$ cat config.mk
export PLATFORM = sky130hd
export DESIGN_NAME = ex_muldiv_flat
export DESIGN_NICKNAME = d
export VERILOG_FILES = /design/src/rtl/ex_muldiv_if.sv /design/src/rtl/ex_muldiv.sv /design/src/flat_wrapper.sv
export SDC_FILE = /design/constraint.sdc
export NUM_CORES = 2
export LEC_CHECK = 0
export CAP_MARGIN = 30
export CORE_MARGIN = 2
export CORE_UTILIZATION = 35
export DETAILED_ROUTE_END_ITERATION = 8
export GPL_ROUTABILITY_DRIVEN = 0
export PLACE_DENSITY = 0.5
export SETUP_SLACK_MARGIN = 0.1
export SYNTH_ARGS = -nofsm -noshare
export SYNTH_HDL_FRONTEND = slang
export SYNTH_SLANG_ARGS = --single-unit
$ cat constraint.sdc
create_clock -name i_clk -period 21.2 [get_ports i_clk]
set_input_delay 5.3 -clock i_clk [delete_from_list [all_inputs] [get_ports i_clk]]
set_output_delay 5.3 -clock i_clk [all_outputs]
set_load 0.1 [all_outputs]
$ cat src/rtl/ex_muldiv_if.sv
// ex_muldiv_if: issue and result bundle for the EX-stage mul/div unit.
// Upstream drives the i_* side and the unit drives the o_* side.
interface ex_muldiv_if #(
  parameter int XLEN  = 32,
  parameter int TAG_W = 5
);
  logic             i_vld;
  logic [2:0]       i_funct3;
  logic [XLEN-1:0]  i_op1;
  logic [XLEN-1:0]  i_op2;
  logic [TAG_W-1:0] i_rd_waddr;
  logic             i_rd_wen;
  logic [XLEN-1:0]  i_pc;
  logic             i_flush;
  logic             i_data_busy;
  logic             o_busy;
  logic             o_vld;
  logic [XLEN-1:0]  o_res;
  logic [TAG_W-1:0] o_rd_waddr;
  logic             o_rd_wen;
  logic [XLEN-1:0]  o_pc;

  modport master (
    output i_vld, i_funct3, i_op1, i_op2,
    output i_rd_waddr, i_rd_wen, i_pc,
    output i_flush, i_data_busy,
    input  o_busy, o_vld, o_res,
    input  o_rd_waddr, o_rd_wen, o_pc
  );

  modport slave (
    input  i_vld, i_funct3, i_op1, i_op2,
    input  i_rd_waddr, i_rd_wen, i_pc,
    input  i_flush, i_data_busy,
    output o_busy, o_vld, o_res,
    output o_rd_waddr, o_rd_wen, o_pc
  );
endinterface

$ cat src/rtl/ex_muldiv.sv
// ex_muldiv: multi-cycle RV32M/RV64M execute unit.
// Counted multiply, restoring divide, registered held result.
module ex_muldiv #(
  parameter int XLEN    = 32,
  parameter int MUL_LAT = 2,
  parameter int TAG_W   = 5
) (
  input logic        i_clk,
  input logic        i_rst,
  ex_muldiv_if.slave bus
);

  localparam int CW =
    $clog2(XLEN > MUL_LAT ? XLEN : MUL_LAT + 1);
  localparam logic [CW-1:0] MUL_INIT = CW'(MUL_LAT - 1);
  localparam logic [CW-1:0] DIV_LAST = CW'(XLEN - 1);
  localparam logic [CW-1:0] CNT_ONE  = CW'(1);
  localparam logic [XLEN-1:0] MIN_NEG =
    {1'b1, {(XLEN-1){1'b0}}};

  typedef enum logic [1:0] {
    S_IDLE,
    S_MUL,
    S_DIV,
    S_DONE
  } state_t;

  state_t           state_q, state_d;
  logic [2:0]       f3_q, f3_d;
  logic [XLEN-1:0]  a_q, a_d;
  logic [XLEN-1:0]  b_q, b_d;
  logic [XLEN-1:0]  rem_q, rem_d;
  logic [XLEN-1:0]  res_q, res_d;
  logic [XLEN-1:0]  pc_q, pc_d;
  logic [CW-1:0]    cnt_q, cnt_d;
  logic             negq_q, negq_d;
  logic             negr_q, negr_d;
  logic [TAG_W-1:0] wa_q, wa_d;
  logic             wen_q, wen_d;

  // Multiplier sees the bus on accept, latched operands in MUL.
  logic                     in_mul;
  logic [2:0]               mf3;
  logic [XLEN-1:0]          mop1, mop2;
  logic signed [XLEN:0]     ma, mb;
  logic signed [2*XLEN+1:0] prod;
  logic [1:0]               prod_unused;
  logic [XLEN-1:0]          mul_res;

  assign in_mul = (state_q == S_MUL);
  assign mf3    = in_mul ? f3_q : bus.i_funct3;
  assign mop1   = in_mul ? a_q : bus.i_op1;
  assign mop2   = in_mul ? b_q : bus.i_op2;
  assign ma = {((mf3 == 3'b001) || (mf3 == 3'b010))
               & mop1[XLEN-1], mop1};
  assign mb = {(mf3 == 3'b001) & mop2[XLEN-1], mop2};
  assign prod = (2*XLEN+2)'(ma) * (2*XLEN+2)'(mb);
  assign prod_unused = prod[2*XLEN+1:2*XLEN];
  assign mul_res = (mf3[1:0] == 2'b00) ?
                   prod[XLEN-1:0] : prod[2*XLEN-1:XLEN];

  // One restoring-division step on the magnitudes.
  logic [XLEN:0]   dsh, ddif;
  logic            dbit;
  logic [XLEN-1:0] quo_n, rem_n;

  assign dsh   = {rem_q, a_q[XLEN-1]};
  assign ddif  = dsh - {1'b0, b_q};
  assign dbit  = ~ddif[XLEN];
  assign rem_n = dbit ? ddif[XLEN-1:0] : dsh[XLEN-1:0];
  assign quo_n = {a_q[XLEN-2:0], dbit};

  // Issue decode: accept window, operand signs, fast paths.
  logic acc, sgn, n1, n2, dz, ovf;

  assign acc = bus.i_vld & ~bus.i_flush &
               ((state_q == S_IDLE) |
                ((state_q == S_DONE) & ~bus.i_data_busy));
  assign sgn = ~bus.i_funct3[0];
  assign n1  = sgn & bus.i_op1[XLEN-1];
  assign n2  = sgn & bus.i_op2[XLEN-1];
  assign dz  = (bus.i_op2 == '0);
  assign ovf = sgn & (bus.i_op1 == MIN_NEG) &
               (bus.i_op2 == '1);

  // Next state, datapath progress and accept latching.
  always_comb begin
    state_d = state_q;
    f3_d    = f3_q;
    a_d     = a_q;
    b_d     = b_q;
    rem_d   = rem_q;
    res_d   = res_q;
    pc_d    = pc_q;
    cnt_d   = cnt_q;
    negq_d  = negq_q;
    negr_d  = negr_q;
    wa_d    = wa_q;
    wen_d   = wen_q;

    unique case (state_q)
      S_MUL: begin
        cnt_d = cnt_q - CNT_ONE;
        if (cnt_q == CNT_ONE) begin
          state_d = S_DONE;
          res_d   = mul_res;
        end
      end
      S_DIV: begin
        a_d   = quo_n;
        rem_d = rem_n;
        if (cnt_q == DIV_LAST) begin
          cnt_d   = '0;
          state_d = S_DONE;
          if (f3_q[1])
            res_d = negr_q ? -rem_n : rem_n;
          else
            res_d = negq_q ? -quo_n : quo_n;
        end else begin
          cnt_d = cnt_q + CNT_ONE;
        end
      end
      S_DONE: begin
        if (!bus.i_data_busy)
          state_d = S_IDLE;
      end
      default: begin
      end
    endcase

    if (acc) begin
      f3_d  = bus.i_funct3;
      wa_d  = bus.i_rd_waddr;
      wen_d = bus.i_rd_wen & (bus.i_rd_waddr != '0);
      pc_d  = bus.i_pc;
      if (!bus.i_funct3[2]) begin
        a_d   = bus.i_op1;
        b_d   = bus.i_op2;
        cnt_d = MUL_INIT;
        if (MUL_LAT == 1) begin
          state_d = S_DONE;
          res_d   = mul_res;
        end else begin
          state_d = S_MUL;
        end
      end else if (dz) begin
        res_d   = bus.i_funct3[1] ? bus.i_op1 : '1;
        state_d = S_DONE;
      end else if (ovf) begin
        res_d   = bus.i_funct3[1] ? '0 : bus.i_op1;
        state_d = S_DONE;
      end else begin
        a_d     = n1 ? -bus.i_op1 : bus.i_op1;
        b_d     = n2 ? -bus.i_op2 : bus.i_op2;
        rem_d   = '0;
        cnt_d   = '0;
        negq_d  = n1 ^ n2;
        negr_d  = n1;
        state_d = S_DIV;
      end
    end

    if (bus.i_flush)
      state_d = S_IDLE;
  end

  // State and datapath registers, synchronous reset.
  always_ff @(posedge i_clk) begin
    if (i_rst) begin
      state_q <= S_IDLE;
      f3_q    <= '0;
      a_q     <= '0;
      b_q     <= '0;
      rem_q   <= '0;
      res_q   <= '0;
      pc_q    <= '0;
      cnt_q   <= '0;
      negq_q  <= 1'b0;
      negr_q  <= 1'b0;
      wa_q    <= '0;
      wen_q   <= 1'b0;
    end else begin
      state_q <= state_d;
      f3_q    <= f3_d;
      a_q     <= a_d;
      b_q     <= b_d;
      rem_q   <= rem_d;
      res_q   <= res_d;
      pc_q    <= pc_d;
      cnt_q   <= cnt_d;
      negq_q  <= negq_d;
      negr_q  <= negr_d;
      wa_q    <= wa_d;
      wen_q   <= wen_d;
    end
  end

  assign bus.o_vld      = (state_q == S_DONE);
  assign bus.o_busy     = (state_q == S_MUL) |
                          (state_q == S_DIV) |
                          ((state_q == S_DONE) &
                           bus.i_data_busy);
  assign bus.o_res      = res_q;
  assign bus.o_rd_waddr = wa_q;
  assign bus.o_rd_wen   = wen_q;
  assign bus.o_pc       = pc_q;

endmodule

$ cat src/flat_wrapper.sv
// flat-port wrapper written by rule: the top's interface ports become plain ports
module ex_muldiv_flat 
#(
  parameter int XLEN    = 32,
  parameter int MUL_LAT = 2,
  parameter int TAG_W   = 5
)
  (i_clk, i_rst, bus_i_vld, bus_i_funct3, bus_i_op1, bus_i_op2, bus_i_rd_waddr, bus_i_rd_wen, bus_i_pc, bus_i_flush, bus_i_data_busy, bus_o_busy, bus_o_vld, bus_o_res, bus_o_rd_waddr, bus_o_rd_wen, bus_o_pc);
  ex_muldiv_if #(.XLEN(XLEN), .TAG_W(TAG_W)) bus_i ();
  input logic i_clk;
  input logic i_rst;
  input wire logic [$bits(bus_i.i_vld)-1:0] bus_i_vld;
  input wire logic [$bits(bus_i.i_funct3)-1:0] bus_i_funct3;
  input wire logic [$bits(bus_i.i_op1)-1:0] bus_i_op1;
  input wire logic [$bits(bus_i.i_op2)-1:0] bus_i_op2;
  input wire logic [$bits(bus_i.i_rd_waddr)-1:0] bus_i_rd_waddr;
  input wire logic [$bits(bus_i.i_rd_wen)-1:0] bus_i_rd_wen;
  input wire logic [$bits(bus_i.i_pc)-1:0] bus_i_pc;
  input wire logic [$bits(bus_i.i_flush)-1:0] bus_i_flush;
  input wire logic [$bits(bus_i.i_data_busy)-1:0] bus_i_data_busy;
  output wire logic [$bits(bus_i.o_busy)-1:0] bus_o_busy;
  output wire logic [$bits(bus_i.o_vld)-1:0] bus_o_vld;
  output wire logic [$bits(bus_i.o_res)-1:0] bus_o_res;
  output wire logic [$bits(bus_i.o_rd_waddr)-1:0] bus_o_rd_waddr;
  output wire logic [$bits(bus_i.o_rd_wen)-1:0] bus_o_rd_wen;
  output wire logic [$bits(bus_i.o_pc)-1:0] bus_o_pc;
  assign bus_i.i_vld = bus_i_vld;
  assign bus_i.i_funct3 = bus_i_funct3;
  assign bus_i.i_op1 = bus_i_op1;
  assign bus_i.i_op2 = bus_i_op2;
  assign bus_i.i_rd_waddr = bus_i_rd_waddr;
  assign bus_i.i_rd_wen = bus_i_rd_wen;
  assign bus_i.i_pc = bus_i_pc;
  assign bus_i.i_flush = bus_i_flush;
  assign bus_i.i_data_busy = bus_i_data_busy;
  assign bus_o_busy = bus_i.o_busy;
  assign bus_o_vld = bus_i.o_vld;
  assign bus_o_res = bus_i.o_res;
  assign bus_o_rd_waddr = bus_i.o_rd_waddr;
  assign bus_o_rd_wen = bus_i.o_rd_wen;
  assign bus_o_pc = bus_i.o_pc;
  ex_muldiv #(.XLEN(XLEN), .MUL_LAT(MUL_LAT), .TAG_W(TAG_W)) u_core (.i_clk(i_clk), .i_rst(i_rst), .bus(bus_i));
endmodule
=== After elaboration in Yosys (flattened, before gate mapping) ===
Cells that the tools add are included.
Widths: inputs -> output; s select.

* Bits in registers: 178
* Input bits: 110
* Output and inout bits: 72

* Add/sub/neg operators: 7
* $mul: 1
* Equal/unequal tests: 14
* Muxes and demuxes: 46
* Bitwise logic cells: 21
* Reductions and logical operators: 10

{| class="wikitable"
|+ Operators by type and width
! operator !! count
|-
| $mux 32 || 30
|-
| $neg 32->32 || 4
|-
| $eq 32x32->1 const B || 2
|-
| $mul 33x33->64 || 1
|-
| $pmux 32 s2 || 1
|-
| $sub 33x32->33 || 1
|-
| $logic_not 32->1 || 1
|-
| $mux 5 || 5
|-
| $mux 2 || 6
|-
| $and 1x1->1 || 11
|-
| $pmux 5 s2 || 1
|-
| $reduce_and 4->1 || 2
|-
| $not 1->1 || 6
|-
| $pmux 2 s3 || 1
|-
| $add 5x1->5 const B || 1
|-
| $eq 5x1->1 const B || 1
|-
| $eq 5x5->1 const B || 1
|-
| $reduce_bool 5->1 || 1
|-
| $sub 5x1->5 const B || 1
|-
| $eq 2x2->1 const B || 2
|-
| $logic_not 2->1 || 2
|-
| $ne 2x2->1 const B || 2
|-
| $reduce_bool 4->1 || 1
|-
| $eq 3x1->1 const B || 1
|-
| 12 further kinds || 14
|}

=== Longest topological paths before layout ===
* Depth after elaboration: 13
* Mapped depth: 40
* Gate-level depth less buffers: 35

=== Least setup slack after synthesis ===
No wires, ideal clock.

* Path kind: input -> register
* Start point: input port bus_i_funct3[1]
* End point: register u_core.res_q[31] (netlist: u_core.bus.o_res[31])
* Arrival time: 14.069 ns
* Required time: 21.078 ns
* Setup slack: 7.010 ns
* Cell stages on the path: 37
* Path buffers: 4
* Path through: clkbuf_1 > mux2i_1 > xor2_1 > and3_1 > clkbuf_1 > clkbuf_1 > nand2_1 > inv_1 > fa_1 > inv_1 > fa_1 > inv_1 > fa_1 > inv_1 > fa_1 > inv_1 > fa_1 > fa_1 > fa_1 > inv_1 > fa_1 > inv_1 > ha_1 > buf_1 > nand2_1 > o21ai_0 > a211oi_1 > o211ai_1 > a311oi_1 > o31ai_1 > and3_1 > nor2_1 > o21ai_1 > a311oi_1 > xnor2_1 > o21ai_0 > a21oi_1

* Longest elaborated chain between the ends: 12
* Elaborated cells on any way between the ends: 17
* Classes of those cells: mul (1); eq/ne (2); mux (10); bitwise (2); reduce/logical (2)

{| class="wikitable"
|+ Ends and longest elaborated chain
! what !! RTL line !! text
|-
| start, declared || flat_wrapper.sv:13 || <nowiki>input wire logic [$bits(bus_i.i_funct3)-1:0] bus_i_funct3;</nowiki>
|-
| $mux 3 || ex_muldiv.sv:51 || <nowiki>assign mf3 = in_mul ? f3_q : bus.i_funct3;</nowiki>
|-
| $eq 3x1->1 or $eq 3x2->1 (tied branches) || ex_muldiv.sv:54, ex_muldiv.sv:56 ||
|-
| $logic_or 1x1->1 || ex_muldiv.sv:54 || <nowiki>assign ma = {((mf3 == 3'b001) || (mf3 == 3'b010))</nowiki>
|-
| $and 1x1->1 || ex_muldiv.sv:55 || <nowiki>& mop1[XLEN-1], mop1};</nowiki>
|-
| $mul 33x33->64 || ex_muldiv.sv:57 || <nowiki>assign prod = (2*XLEN+2)'(ma) * (2*XLEN+2)'(mb);</nowiki>
|-
| $mux 32 || ex_muldiv.sv:59 || <nowiki>assign mul_res = (mf3[1:0] == 2'b00) ?</nowiki>
|-
| $mux 32 || ex_muldiv.sv:104 || <nowiki>if (cnt_q == CNT_ONE) begin</nowiki>
|-
| $pmux 32 s2 || ex_muldiv.sv:101 || <nowiki>unique case (state_q)</nowiki>
|-
| $mux 32 || ex_muldiv.sv:149 || <nowiki>end else if (ovf) begin</nowiki>
|-
| $mux 32 || ex_muldiv.sv:146 || <nowiki>end else if (dz) begin</nowiki>
|-
| $mux 32 || ex_muldiv.sv:136 || <nowiki>if (!bus.i_funct3[2]) begin</nowiki>
|-
| $mux 32 * || ex_muldiv.sv:131 || <nowiki>if (acc) begin</nowiki>
|-
| end signal, assigned || ex_muldiv.sv:188 || <nowiki>res_q <= res_d;</nowiki>
|-
| end, declared || ex_muldiv.sv:33 || <nowiki>logic [XLEN-1:0] res_q, res_d;</nowiki>
|}

Every way passes the cells marked *; elsewhere a longest branch is shown, timed or not.
A chain may end at the register's enable or synchronous reset.

=== Worst setup path after layout ===
* Start point: input port bus_i_op1[31]
* End point: register u_core.res_q[30] (netlist: u_core.bus.o_res[30])

* Longest elaborated chain between the ends: 10
* Elaborated cells on any way between the ends: 13
* Classes of those cells: mul (1); eq/ne (1); mux (8); bitwise (3)

{| class="wikitable"
|+ Ends and longest elaborated chain
! what !! RTL line !! text
|-
| start, declared || flat_wrapper.sv:14 || <nowiki>input wire logic [$bits(bus_i.i_op1)-1:0] bus_i_op1;</nowiki>
|-
| $mux 32 || ex_muldiv.sv:52 || <nowiki>assign mop1 = in_mul ? a_q : bus.i_op1;</nowiki>
|-
| $and 1x1->1 || ex_muldiv.sv:55 ||
|-
| $mul 33x33->64 || ex_muldiv.sv:57 ||
|-
| $mux 32 || ex_muldiv.sv:59 ||
|-
| $mux 32 || ex_muldiv.sv:104 ||
|-
| $pmux 32 s2 || ex_muldiv.sv:101 ||
|-
| $mux 32 || ex_muldiv.sv:149 ||
|-
| $mux 32 || ex_muldiv.sv:146 ||
|-
| $mux 32 || ex_muldiv.sv:136 ||
|-
| $mux 32 * || ex_muldiv.sv:131 ||
|}

Marked as above.

==> run summary <==
The run gives 9770 ps as the flop-to-flop setup slack. The predominant post-synthesis flop cell is sky130_fd_sc_hd__dfxtp_1. Of all flip-flops after synthesis, the portion carrying an async set or reset was 0%. The row count is 141. The maximum fanout encountered on the critical timing path is 28, and the area added between synthesis and finish is 9.03%.

The total length of routed wires is 201 mm, and the number of antenna violations at the first check in global routing is 8. The post-CTS setup buffer count was 0. The setup path with the least slack is of type in2reg. Dividing the detail-routed wire length by the instance count gives 24.5 µm.

The path with the worst hold slack has its endpoint at u_core.bus.o_pc[2]. The most frequent cell on the critical path is sky130_fd_sc_hd__fa_1. The fraction of layout instances using a drive strength above 1 came out at 4.76%. The DRC violations left was 0.

Setup violations remaining at the end of the flow were counted as 0. The instance count along the most critical hold path is 2, and the overall fraction of global-route tracks in use is 26.5%. The run gives 3,648 as the violation count after the first detailed-routing iteration. The capturing element type of the critical path was a flip-flop. The clock period could shrink to 15,490 ps. Synthesis produced a netlist with a net count of 7,749.

Post-synthesis cell area: 52,400 µm². Setup repair after global routing left no endpoint under its margin. The number of maximum-capacitance constraint violations is 0, and the initial core utilization is 35.3%. Hold timing on the final database bottoms out at a slack of 455 ps. Each instance of the synthesized netlist takes up on average 8.37 µm². The run finished with clean final reports. The tools report the final antenna-violating net count as 0.

The tools report the CTS root buffer as sky130_fd_sc_hd__clkbuf_16. Once the clock tree was built, the resizer swapped 0 gates to a different size. STA puts the critical path data arrival time at 15,860 ps. TritonCTS built the clock tree. The area of the core was 148,000 µm². The final period utilization works out to 73.1%. The floorplan step defined a die boundary enclosing 153,000 µm². The number of global-route vias before repair is 45,700.

STA classifies the critical path startpoint as an input pin. The source-to-sink clock delay at the later pin of the worst-skew pair was 470 ps; the sum of negative setup slack was 0 ps. In the routed layout, each cell is associated on average with a via count of 5.38. The logs give 8,190 for the number of standard cells in the layout, taps in and fillers out and 161 mm for the detailed placement HPWL. Synthesis produced a netlist whose cell count is 6,255. Buffers inserted during clock tree synthesis total 17.

The net count of the finished layout is 7,737. The logs give 44,100 for the total via count after detailed routing and 8 for the detailed-router iteration count before antenna repair. Ranked by total cell area, the synthesized netlist is headed by sky130_fd_sc_hd__fa_1 43%, sky130_fd_sc_hd__inv_1 8.9%, sky130_fd_sc_hd__nand2_1 7.3%. The synthesized design contains 0 enable-type register cells. The actual transition at the worst max-transition pin works out to 1100 ps. In this run the count of I/O pins placed on the die edge is 182. Between clock sinks in the finished design, the worst skew comes to 20.1 ps. CTS saw 178 sinks.

Worst relative slew slack: 25.1%. The synthesized design spends more area on one cell type than any other, namely sky130_fd_sc_hd__fa_1. Sequential cells were found to cover 6.80% of the synthesized design area. In this design, the stage delay of the slowest critical-path cell is 760 ps. The cell total after placement was 8,151; the floorplan die width was 391 µm. The required time of the critical path was 21,570 ps. Summed over all layers, the global routing overflow is 0. Clock-pin slew was measured on the worst setup and hold paths at 90 ps. During synthesis, Yosys emitted a total of 0 warnings. The global-route wire length before repair is 301 mm, and the deepest clock path buffer count is 2. The tools report the top achievable clock speed as 0.0646 GHz. In this run the biggest area consumer among cell types represents 43.0% of the synthesized area. In this run the tool buffered the top-level ports with 181 buffer cells.

The tightest min-delay check is of the reg2reg type. CTS built an H-tree with a depth of 4. Measured in cells, the most critical reg-to-reg path has a length of 34.

The number of distinct library cells after synthesis was 100. The origin of the worst min-delay path was u_core.bus.o_pc[2]. The worst register-to-register path begins at u_core.state_q[1]. The final max-slew violation count was 0; the total count of hold-check failures in the final report was 0. In this run, post-CTS hold repair placed 0 buffers.

The largest individual stage delay along the critical path comes from the cell sky130_fd_sc_hd__fa_1. The endpoint identified for the worst register-to-register timing path is u_core.bus.o_res[30]. The tools report the largest net degree at the start of global routing as 84. Synthesis inferred 178 register bits.

The die is 391 µm tall.
## cells in the mapped netlist (17+ instances only)
| master | instances |
|---|---|
| sky130_fd_sc_hd__o31ai_1 | 36 |
| sky130_fd_sc_hd__a31oi_1 | 27 |
| sky130_fd_sc_hd__or3_1 | 27 |
| sky130_fd_sc_hd__mux2_2 | 58 |
| sky130_fd_sc_hd__buf_1 | 30 |
| sky130_fd_sc_hd__nand2_1 | 1020 |
| sky130_fd_sc_hd__mux2i_1 | 110 |
| sky130_fd_sc_hd__and2_1 | 36 |
| sky130_fd_sc_hd__nor2_1 | 562 |
| sky130_fd_sc_hd__a21o_1 | 31 |
| sky130_fd_sc_hd__dfxtp_1 | 178 |
| sky130_fd_sc_hd__o21a_1 | 23 |
| sky130_fd_sc_hd__fa_1 | 1126 |
| sky130_fd_sc_hd__and3_1 | 17 |
| sky130_fd_sc_hd__inv_1 | 1237 |
| sky130_fd_sc_hd__xnor2_1 | 122 |
| sky130_fd_sc_hd__ha_1 | 258 |
| sky130_fd_sc_hd__xor2_1 | 78 |
| sky130_fd_sc_hd__o21ai_1 | 17 |
| sky130_fd_sc_hd__nand2b_1 | 27 |
| sky130_fd_sc_hd__a211oi_1 | 117 |
| sky130_fd_sc_hd__nand3_1 | 46 |
| sky130_fd_sc_hd__o21ai_0 | 144 |
| sky130_fd_sc_hd__nand4_1 | 29 |
| sky130_fd_sc_hd__nor3_1 | 62 |
| sky130_fd_sc_hd__a21oi_1 | 223 |
| sky130_fd_sc_hd__clkbuf_1 | 280 |
| sky130_fd_sc_hd__nor2b_1 | 25 |
| sky130_fd_sc_hd__o211ai_1 | 24 |
| sky130_fd_sc_hd__buf_2 | 18 |
| sky130_fd_sc_hd__maj3_1 | 19 |
## critical path: cells and delay by family
family                   cells  cell delay [ps]
adder cells (fa/ha/maj)      9             4920
AO/OA/AOI/OAI                7             1760
XOR/XNOR                     1              180
buffers and inverters        8             1980
multiplexers                 1              720
AND/OR/NAND/NOR              5              930
## sequential cells by signal, indices dropped and copies added, names as in the netlist
signal	cells
u_core.a_q	32
u_core.rem_q	32
u_core.bus.o_pc	32
u_core.f3_q	3
u_core.bus.o_rd_wen	1
u_core.state_q	2
u_core.negr_q	1
u_core.negq_q	1
u_core.cnt_q	5
u_core.bus.o_rd_waddr	5
u_core.b_q	32
u_core.bus.o_res	32
## cells in the final DEF, fill, tap and decap left out, types with 85 or more instances in the layout
cell	n
sky130_fd_sc_hd__xnor2_1	122
sky130_fd_sc_hd__clkdlybuf4s50_1	180
sky130_fd_sc_hd__a211oi_1	117
sky130_fd_sc_hd__nor2_1	562
sky130_fd_sc_hd__nand2_1	1019
sky130_fd_sc_hd__buf_4	113
sky130_fd_sc_hd__ha_1	255
sky130_fd_sc_hd__o21ai_0	142
sky130_fd_sc_hd__dfxtp_1	178
sky130_fd_sc_hd__fa_1	1126
sky130_fd_sc_hd__a21oi_1	222
sky130_fd_sc_hd__mux2i_1	85
sky130_fd_sc_hd__inv_1	1237
## layer usage
metal  share of wire (%)  track usage [%]
met1                  43             36.2
met2                  45             42.4
met3                 6.5             2.35
met4                 5.5             12.5
met5              0.0040                0
## stage by stage
step           instance area (µm²)  utilization [%]  setup WS [ps]
5_1_grt                      57100             38.5           5230
4_1_cts                      57000             38.5           5740
6_report                     57100             38.5           5710
3_5_place_dp                 56400             38.1           5260
3_3_place_gp                 56300             38.0           5410
2_1_floorplan                52400                -           7010
## cells by family after synthesis
| family | after synthesis | share of synthesized area [%] |
|---|---|---|
| simple gates | 1927 | 15.5 |
| mux | 169 | 3.39 |
| buf+inv | 1577 | 11.4 |
| compound gates | 801 | 10.0 |
| flops | 178 | 6.80 |
| fa+ha+maj | 1403 | 49.6 |
| xor+xnor | 200 | 3.34 |
## area by class of cell
type / instances / area [µm²]
Antenna cell: 5 / 12.5
Tap cell: 1930 / 2410
Clock inverter: 14 / 150
Inverter: 1241 / 4660
Fill cell: 15200 / 91100
Sequential cell: 178 / 3560
Multi-Input combinational cell: 4500 / 43000
Clock buffer: 17 / 425
Timing Repair Buffer: 305 / 2830
## worst max path at each step
stage | startpoint | end | slack (ps) | depth (start not counted)
5_1_grt | bus_i_op1[31] | u_core.bus.o_res[26] | 5230 | 30
6_report | bus_i_op1[31] | u_core.bus.o_res[30] | 5710 | 31
3_5_place_dp | bus_i_op1[31] | u_core.bus.o_res[30] | 5260 | 31
4_1_cts | bus_i_op1[31] | u_core.bus.o_res[30] | 5740 | 31
2_1_floorplan | bus_i_funct3[1] | u_core.bus.o_res[31] | 7010 | 37
3_3_place_gp | bus_i_op1[31] | u_core.bus.o_res[30] | 5410 | 31
Power is left out: the tool's default activity adds up to more than one toggle a clock period on the data nets, which glitch-free logic cannot reach.
